===== src/rtl/b06_pkg.sv =====
// ---------------------------------------------------------------------------
// b06_pkg : state and output-code encodings for the b06 interrupt handler FSM
// Rev 1.0
// ---------------------------------------------------------------------------
`default_nettype none

package b06_pkg;

  typedef enum logic [2:0] {
    S_INIT   = 3'd0,
    S_WAIT   = 3'd1,
    S_INTR_1 = 3'd2,
    S_INTR   = 3'd3,
    S_INTR_W = 3'd4,
    S_ENIN   = 3'd5,
    S_ENIN_W = 3'd6
  } state_t;

  localparam logic [1:0] CC_ENIN  = 2'b01;
  localparam logic [1:0] CC_INTR  = 2'b10;
  localparam logic [1:0] CC_ACKIN = 2'b11;

  localparam logic [1:0] OUT_NORM = 2'b01;
  localparam logic [1:0] OUT_IDLE = 2'b00;
  localparam logic [1:0] OUT_INTR = 2'b11;

endpackage : b06_pkg

`default_nettype wire


===== src/rtl/b06_fsm.sv =====
// ---------------------------------------------------------------------------
// b06_fsm : enable/interrupt/ack handshake controller driven by eql/cont_eql
// Rev 1.0
// ---------------------------------------------------------------------------
`default_nettype none

module b06_fsm
  import b06_pkg::*;
(
  input  logic       clk,
  input  logic       rst_n,
  input  logic       i_eql,
  input  logic       i_cont_eql,
  input  logic       i_obs,
  output logic [1:0] o_cc_mux,
  output logic [1:0] o_uscite,
  output logic       o_enable_count,
  output logic       o_ackout
);

  state_t     r_state;
  logic [1:0] r_cc_mux;
  logic [1:0] r_uscite;
  logic       r_enable_count;
  logic       r_ackout;

  state_t     w_state_nxt;
  logic [1:0] w_cc_mux_nxt;
  logic [1:0] w_uscite_nxt;
  logic       w_enable_count_nxt;
  logic       w_ackout_nxt;

  // Observation strobe is a pure sink.
  logic w_obs_unused;
  assign w_obs_unused = i_obs;

  always_ff @(posedge clk or negedge rst_n) begin
    if (!rst_n) begin
      r_state        <= S_INIT;
      r_cc_mux       <= 2'b00;
      r_uscite       <= 2'b00;
      r_enable_count <= 1'b0;
      r_ackout       <= 1'b0;
    end else begin
      r_state        <= w_state_nxt;
      r_cc_mux       <= w_cc_mux_nxt;
      r_uscite       <= w_uscite_nxt;
      r_enable_count <= w_enable_count_nxt;
      r_ackout       <= w_ackout_nxt;
    end
  end

  always_comb begin
    w_state_nxt        = S_INIT;
    w_cc_mux_nxt       = r_cc_mux;
    w_uscite_nxt       = r_uscite;
    // cont_eql clears ack/enable unless a row below sets them explicitly.
    w_enable_count_nxt = i_cont_eql ? 1'b0 : r_enable_count;
    w_ackout_nxt       = i_cont_eql ? 1'b0 : r_ackout;

    case (r_state)
      S_WAIT: begin
        if (i_eql) begin
          w_uscite_nxt = OUT_IDLE;
          w_cc_mux_nxt = CC_ACKIN;
          w_state_nxt  = S_ENIN;
        end else begin
          w_uscite_nxt = OUT_NORM;
          w_cc_mux_nxt = CC_INTR;
          w_state_nxt  = S_INTR_1;
        end
      end
      S_INTR_1: begin
        if (i_eql) begin
          w_uscite_nxt = OUT_IDLE;
          w_cc_mux_nxt = CC_ACKIN;
          w_state_nxt  = S_INTR;
        end else begin
          w_uscite_nxt = OUT_NORM;
          w_cc_mux_nxt = CC_ENIN;
          w_state_nxt  = S_WAIT;
        end
      end
      S_INTR: begin
        if (i_eql) begin
          w_uscite_nxt = OUT_IDLE;
          w_cc_mux_nxt = CC_ACKIN;
          w_state_nxt  = S_INTR_W;
        end else begin
          w_uscite_nxt = OUT_INTR;
          w_cc_mux_nxt = CC_INTR;
          w_state_nxt  = S_INTR_1;
        end
      end
      S_INTR_W: begin
        if (i_eql) begin
          w_uscite_nxt = OUT_IDLE;
          w_cc_mux_nxt = CC_ACKIN;
          w_state_nxt  = S_INTR_W;
        end else begin
          w_uscite_nxt = OUT_NORM;
          w_cc_mux_nxt = CC_ENIN;
          w_state_nxt  = S_WAIT;
        end
      end
      S_ENIN: begin
        if (i_eql) begin
          w_uscite_nxt = OUT_IDLE;
          w_cc_mux_nxt = CC_ACKIN;
          w_state_nxt  = S_ENIN;
        end else begin
          w_uscite_nxt       = OUT_NORM;
          w_cc_mux_nxt       = CC_INTR;
          w_state_nxt        = S_ENIN_W;
          w_ackout_nxt       = 1'b1;
          w_enable_count_nxt = 1'b0;
        end
      end
      S_ENIN_W: begin
        w_uscite_nxt = OUT_NORM;
        w_cc_mux_nxt = CC_ENIN;
        w_state_nxt  = i_eql ? S_ENIN_W : S_WAIT;
      end
      // S_INIT and the unused encoding both run the init row.
      default: begin
        w_uscite_nxt       = OUT_NORM;
        w_cc_mux_nxt       = CC_ENIN;
        w_state_nxt        = S_WAIT;
        w_enable_count_nxt = 1'b1;
        w_ackout_nxt       = 1'b0;
      end
    endcase
  end

  assign o_cc_mux       = r_cc_mux;
  assign o_uscite       = r_uscite;
  assign o_enable_count = r_enable_count;
  assign o_ackout       = r_ackout;

endmodule : b06_fsm

`default_nettype wire


===== config.mk =====
export PLATFORM = sky130hd
export DESIGN_NAME = b06_fsm
export DESIGN_NICKNAME = d
export VERILOG_FILES = /design/src/rtl/b06_pkg.sv /design/src/rtl/b06_fsm.sv
export SDC_FILE = /design/constraint.sdc
export NUM_CORES = 1
export LEC_CHECK = 0
export BUFFER_PORTS_ARGS = -buffer_cell sky130_fd_sc_hd__buf_2
export CAP_MARGIN = 15
export CORE_MARGIN = 2
export CORE_UTILIZATION = 29
export DETAILED_ROUTE_END_ITERATION = 7
export GPL_TIMING_DRIVEN = 0
export SLEW_MARGIN = 25
export SYNTH_ARGS = -nofsm -noshare
export SYNTH_HDL_FRONTEND = slang
export SYNTH_SLANG_ARGS = --single-unit

===== constraint.sdc =====
create_clock -name clk -period 1.33 [get_ports clk]
set_input_delay 0.3325 -clock clk [delete_from_list [all_inputs] [get_ports clk]]
set_output_delay 0.3325 -clock clk [all_outputs]
set_load 0.03 [all_outputs]

# After elaboration in Yosys (flattened, before gate mapping)
# Index checks and enable logic that the tools add are counted.
dict set report totals {
  ramBits 0
  wordCells 34
  mem_bits_ro 0
  latchBits 0
  regBits 9
  mem_count 0
  output_inout_bits 6
}
dict set report op_classes {
  n_mux 19
  div 0
  mul 0
  eq_ne 6
  shift 0
  magnitude_cmp 0
  bitwise_logic 0
  reduce_logical 4
  addsub 0
}
# cell count
set ops {}
lappend ops {{3-bit one-hot mux with 6 select lines} 1}
lappend ops {{3-bit two-way mux} 4}
lappend ops {{3-bit == test, second input constant} 3}
lappend ops {{2-bit two-way mux} 4}
lappend ops {{2-bit one-hot mux with 2 select lines} 2}
lappend ops {{3-bit by 2-bit == test with 1-bit output, second input constant} 2}
lappend ops {{1-bit two-way mux} 6}
lappend ops {{5-bit OR reduction} 1}
lappend ops {{1-bit one-hot mux with 2 select lines} 2}
lappend ops {{4-bit OR reduction} 1}
lappend ops {{3-bit by 1-bit == test with 1-bit output, second input constant} 1}
lappend ops {{3-bit OR reduction} 1}
lappend ops {{2-bit OR reduction} 1}

# Longest topological paths before layout
# Gate-level depths: netlist (run 1).
dict set report depth {
  depth_word 3
  depth_mapped 4
  depth_no_buf 3
}

# Worst setup path before layout (run 1)
# OpenSTA, ideal clock, no wires.
dict set report synth_path {
  path_type {reg2reg}
  start {register r_enable_count (netlist: o_enable_count)}
  end {register r_enable_count (netlist: o_enable_count)}
  stages_incl_launch_ff 4
  path_slack_ns 0.201
  required_time_ns 1.204
  arrival_ns 1.003
  path_cell_list {dfrtp_1 > or2b_1 > nor2_1 > a311o_1}
}
dict set report synth_between {
  elab_chain_len 3
}
# item line
set synth_rtl {}
lappend synth_rtl {{from (decl)} b06_fsm.sv:24} ;# logic r_enable_count;
lappend synth_rtl {{from (signal assigned)} b06_fsm.sv:48} ;# r_enable_count <= w_enable_count_nxt;
lappend synth_rtl {{1-bit two-way mux *} b06_fsm.sv:58} ;# w_enable_count_nxt = i_cont_eql ? 1'b0 : r_enable_count;
lappend synth_rtl {{1-bit two-way mux} b06_fsm.sv:107} ;# if (i_eql) begin
lappend synth_rtl {{1-bit one-hot mux with 2 select lines *} b06_fsm.sv:61} ;# case (r_state)
lappend synth_rtl {{via w_enable_count_nxt} b06_fsm.sv:30} ;# logic w_enable_count_nxt;
# The timed path passes the listed nets; every way through them passes the cells marked *.

# Worst setup path after layout (run 1)
dict set report layout_path {
  start {register r_ackout (netlist: o_ackout)}
  end {output o_ackout}
}
# item line
set layout_lines {}
lappend layout_lines {{from (decl)} b06_fsm.sv:25} ;# logic r_ackout;
lappend layout_lines {{from (signal assigned)} b06_fsm.sv:49} ;# r_ackout <= w_ackout_nxt;
lappend layout_lines {{to (decl)} b06_fsm.sv:18} ;# output logic o_ackout
# No word-level cell between the ends.

==> results of run 1 <==
power breakdown:
group          leakage [nW]  switching (mW)  internal, mW  total (mW)
registers             0.107          0.0375         0.384       0.421
clock network        0.0150          0.0877         0.115       0.203
logic                 0.123           0.371         0.266       0.637
sequential cells by signal, summed over array words and instances (netlist names):
register,cells
o_ackout,1
o_cc_mux,2
o_enable_count,1
o_uscite,2
r_state,3
worst paths after layout:
path,from,end,slack (ns),depth (start not counted)
setup / recovery,o_ackout,o_ackout,0.17,1
hold reg to reg,r_state[2],o_uscite[1],0.54,2
setup reg to reg,r_state[1],o_ackout,0.22,4
min in group asynchronous,rst_n,r_state[2],0.45,2
max in group asynchronous,rst_n,o_uscite[1],0.70,2
hold / removal,i_eql,o_uscite[1],0.34,2
stage by stage:
| step | hold WS, ns | cells |
|---|---|---|
| finish | 0.3415 | 67 |
| global route | 0.3483 | 67 |
| CTS | 0.3378 | 67 |
| detailed placement | 0.1959 | 62 |
| global placement | 0.1950 | 62 |
| floorplan | 0.03691 | 38 |
cells by family (layout without fill, tap and decap cells):
kind of cell | after synthesis | count (layout)
buf+inv | 4 | 18
flops | 9 | 9
simple gates | 13 | 13
compound gates | 12 | 12
metal layers:
layer | wire length (µm) | global-route usage [%] | share of wire (%)
met1 | 292 | 11.11 | 43
met2 | 308 | 12.19 | 45
met3 | 77 | 6.957 | 11
met4 | 4 | 1.935 | 0.59
met5 | 0 | 0 | 0
area by class of cell:
class / count / area [µm²] / area share [%]
sequential: 9 / 225.2 / 43.58
clock buffer: 4 / 26.28 / 5.085
multi-input combinational: 25 / 160.2 / 30.99
timing repair buffer: 10 / 55.05 / 10.65
tap: 15 / 18.77 / 3.632
inverter: 1 / 3.754 / 0.7264
buffer: 3 / 27.53 / 5.327
layout by cell type, fill, tap and decap left out, drive strengths merged, types with 2 or more instances in the layout:
| master | synthesis | routed |
|---|---|---|
| a21oi | 2 | 2 |
| nor2b | 2 | 2 |
| nand2 | 5 | 5 |
| o21a | 2 | 2 |
| clkbuf | 0 | 4 |
| dfrtp | 9 | 9 |
| o21ai | 3 | 3 |
| buf | 3 | 12 |
==> key figures, run 1 <==
Logic synthesis
  • EDFF count, synth: 0
  • Adder-cell share of the synthesized area: 0%
  • Post-synthesis simple-gate area fraction: 19.22%
  • Compound-Gate Fraction of Synth Area: 19.22%
  • Most frequent cell after synthesis: dfrtp_1
  • Mapped Area: roughly 420 µm²
  • Top cells by area, synth: dfrtp_1 54%, buf_6 5.4%, nand2_1 4.5%
  • Post-synthesis mux area share: 0%
  • XOR/XNOR Fraction of Synth Area: 0%
  • Syn Area/Cell: between 10 and 15 µm²
  • Synth Register Bits: 9
  • Count of different cell masters after synthesis: 22
  • Dominant synthesized flop cell: dfrtp_1
  • Synthesized Nets: 43
  • Sequential area share after synthesis: 54.05%
  • Top cell type's share of synthesized area: 54.05%
  • Warning count from the yosys run: 0
  • Combinational family with the most area after synthesis: compound AO/OA/AOI/OAI gates
  • Post-synth top area cell: dfrtp_1
  • Mapped Cells: 38
  • Ys async rst share: 100.0%
  • Synth top cells by count: 9 x dfrtp_1, 5 x nand2_1

Final layout
  • N_diodes: 0
  • Design area: 516.7 µm²
  • Share of cells above drive strength 1: about a third
  • Layout fillers: 135
  • Area grow syn2layout: 24.02%
  • Utilization after layout: 39.22%
  • Nets: 58

Floorplan
  • # IOs: 11
  • Die W: 41.91 µm
  • Std cell rows: 13
  • Core area: 1318 µm²
  • Initial Util: 31.62%
  • Die area: around 1800 µm²
  • Die span in y: 41.91 µm

Setup path
  • Crit-path slowest cell: dfrtp_1
  • Crit-path leading delay family: flip-flops
  • CP endpoint kind: output pin
  • Cell breakdown of the critical path: buf_2
  • Critical Path AT: 0.83 ns
  • Crit start category: register
  • Kind of critical path: reg2out
  • Max stage delay on crit path: 0.39 ns
  • Required @ worst endpoint: 1.00 ns
  • Worst-path maximum fanout: 3
  • Worst path buffer plus inverter count: 1

Place
  • Global placer's final weighted congestion: 0.6881
  • DP Area: 480.5 µm²
  • IO buf count: 9
  • Worst slack at placement: 0.2292 ns

Routing
  • DR vias/cell: 4.761
  • DR pass1 iterations: 4
  • Vias post-DR: 319
  • DR WL/cell: 10.16 µm
  • Routed WL: 681 µm
  • Remaining DRCs: 0
  • Drt initial violations: 9
  • Detail Route Antenna Nets: 0

Run status
  • Status: finished clean

Pwr
  • Peak VDD IR: between 0.0009 and 0.001 V
  • Power Dens Cells: 2440 nW/µm²
  • Pleak: 0.2451 nW
  • Tot Pwr: 1.261 mW

Timing
  • Setup TNS Final: 0 ns
  • Unrepaired setup endpoints after global routing: no
  • Max Slew Vio Count: 0
  • Skew final: about 0.00032 ns
  • Relative slew slack: 85.50%
  • Crit share post-route: between 80 and 90%
  • Minimum clock period after layout: approximately 1.2 ns
  • Fin. Hold Viols: 0
  • Worst Tran Pin Value: 0.2160 ns
  • Fmax: 0.8591 GHz
  • # setup viols final: 0
  • Final worst slack: 0.1659 ns

Global route
  • Largest net degree at the start of global routing: 11
  • Antenna violations before repair: 0
  • All-Layer GR Usage: about 9%
  • GRT overflow: 0
  • First-pass GRT wire length: between 1000 and 1500 µm
  • Vias in the first global route: 265

Job
  • MaxCap Viol Count: 0

Clock tree
  • Clk sinks: 9
  • CTS tree: done
  • Buffer depth of the longest clock path: 2
  • Clock root buffer: clkbuf_4
  • PostCTS Resize Cnt: 0
  • Setup Buffers After CTS: 0
  • Num CTS Buffers: 3
  • Clock transition at path regs: roughly 0.060 ns
  • Htree depth: 1
  • Hold-fix buffers at CTS: 1
  • Clk Latency, worst-skew pair: 0.26 ns

Worst hold path
  • Worst Hold Class: in2reg
Power figures use the tool's default switching activity.
==> inputs of run 2 (changes only) <==
- RECOVER_POWER: not set -> 50
==> key figures, run 2 (synthesis gave the netlist of run 1 again) <==
Timing
  • Relative slew slack: approximately two thirds
  • Worst Tran Pin Value: between 0.4 and 0.5 ns
  • # setup viols final: 0
  • Max Slew Vio Count: 0
  • Final worst slack: 0.1659 ns
  • Skew final: 0.0002450 ns
  • WHS: 0.3405 ns
  • Unrepaired setup endpoints after global routing: no
  • Fin. Hold Viols: 0
  • Fmax: between 0.8 and 0.9 GHz
  • Minimum clock period after layout: between 1 and 1.5 ns
  • Setup TNS Final: 0 ns
  • Crit share post-route: around 88%

Setup path
  • Max stage delay on crit path: 0.39 ns
  • Crit-path leading delay family: flip-flops
  • Cell breakdown of the critical path: buf_2
  • Crit start category: register
  • Worst-path maximum fanout: 3
  • Critical Path AT: 0.83 ns
  • Crit-path slowest cell: dfrtp_1
  • Kind of critical path: reg2out
  • CP endpoint kind: output pin
  • Worst path buffer plus inverter count: 1
  • Required @ worst endpoint: 1.00 ns

Place
  • DP Area: 480.5 µm²
  • Global placer's final weighted congestion: slightly below 0.7
  • Worst slack at placement: 0.2292 ns
  • IO buf count: 9

Final layout
  • Most common cell after layout, fill and taps aside: dfrtp_1
  • Share of cells above drive strength 1: around 29%
  • Nets: 58
  • Layout fillers: approximately 140
  • N_diodes: 0
  • Commonest non-fill, non-tap cells in the layout: 9 x dfrtp_1, 8 x buf_2, 5 x nand2_1
  • Design area: 514.2 µm²
  • Max reg flops: 3
  • Most flop-heavy register: r_state
  • Utilization after layout: between 30% and 40%
  • Area grow syn2layout: 23.42%

Routing
  • DR WL/cell: about 10 µm
  • Detail Route Antenna Nets: 0
  • DR vias/cell: 4.791
  • DR pass1 iterations: 4
  • Routed WL: a little under 700 µm
  • Drt initial violations: 6
  • Vias post-DR: 321
  • Remaining DRCs: 0

Clock tree
  • Htree depth: 1
  • Clock transition at path regs: ~0.060 ns
  • Clk sinks: 9
  • Hold-fix buffers at CTS: 1
  • PostCTS Resize Cnt: 0
  • Clk Latency, worst-skew pair: roughly 0.26 ns
  • Num CTS Buffers: 3
  • Setup Buffers After CTS: 0
  • CTS tree: done
  • Clock root buffer: clkbuf_4
  • Buffer depth of the longest clock path: 2

Global route
  • Largest net degree at the start of global routing: 11
  • Antenna violations before repair: 0
  • First-pass GRT wire length: 1159 µm
  • GRT overflow: 0
  • All-Layer GR Usage: about 9%
  • Vias in the first global route: 265

Floorplan
  • Die W: 41.91 µm
  • Core area: 1318 µm²
  • # IOs: 11
  • Initial Util: 31.62%
  • Die span in y: 41.91 µm
  • Std cell rows: 13
  • Die area: roughly 1800 µm²

Pwr
  • Pleak: 0.2391 nW
  • Peak VDD IR: 0.0009385 V
  • Power Dens Cells: 2444 nW/µm²

Job
  • MaxCap Viol Count: 0

Worst hold path
  • Worst Hold Class: in2reg

Run status
  • Status: finished clean
-- run 2: stage by stage --
step	cells	total power, mW
final	67	1.257
after global routing	67	1.356
after CTS	67	1.285
after detailed placement	62	1.072
after global placement	62	1.059
after floorplan	38	0.9289
-- run 2: final timing paths --
path / slack [ns] / start / to / cells after the start
worst max register to register: 0.21 / r_state[1] / o_ackout / 4
worst min register to register: 0.54 / r_state[2] / o_uscite[1] / 2
min in group asynchronous: 0.55 / rst_n / r_state[2] / 2
worst min-delay path: 0.34 / i_eql / o_uscite[1] / 2
max in group asynchronous: 0.46 / rst_n / o_uscite[1] / 2
worst max-delay path: 0.17 / o_ackout / o_ackout / 1
-- run 2: final cells by class --
cell class | instances | area, µm² | share of cell area (%)
inverter | 1 | 3.754 | 0.7299
tap | 15 | 18.77 | 3.650
buffer | 3 | 26.28 | 5.109
sequential | 9 | 225.2 | 43.80
multi-input combinational | 25 | 160.2 | 31.14
clock buffer | 4 | 26.28 | 5.109
timing repair buffer | 10 | 53.80 | 10.46
-- run 2: metal layers --
layer | part of all wire (%) | routed length, µm | track usage (%) | vias up
li1 | - | - | - | 160
met1 | 43 | 296 | 11.11 | 143
met2 | 45 | 306 | 12.19 | 16
met3 | 11 | 77 | 6.957 | 2
met4 | 0.58 | 4 | 1.935 | 0
met5 | 0 | 0 | 0 | -
-- run 2: report_power, final --
part | leakage [nW] | total, mW | internal, mW | switching [mW]
sequential | 0.107 | 0.421 | 0.384 | 0.0375
combinational | 0.117 | 0.633 | 0.261 | 0.371
clock | 0.0150 | 0.203 | 0.115 | 0.0878
total | 0.239 | 1.26 | 0.760 | 0.497
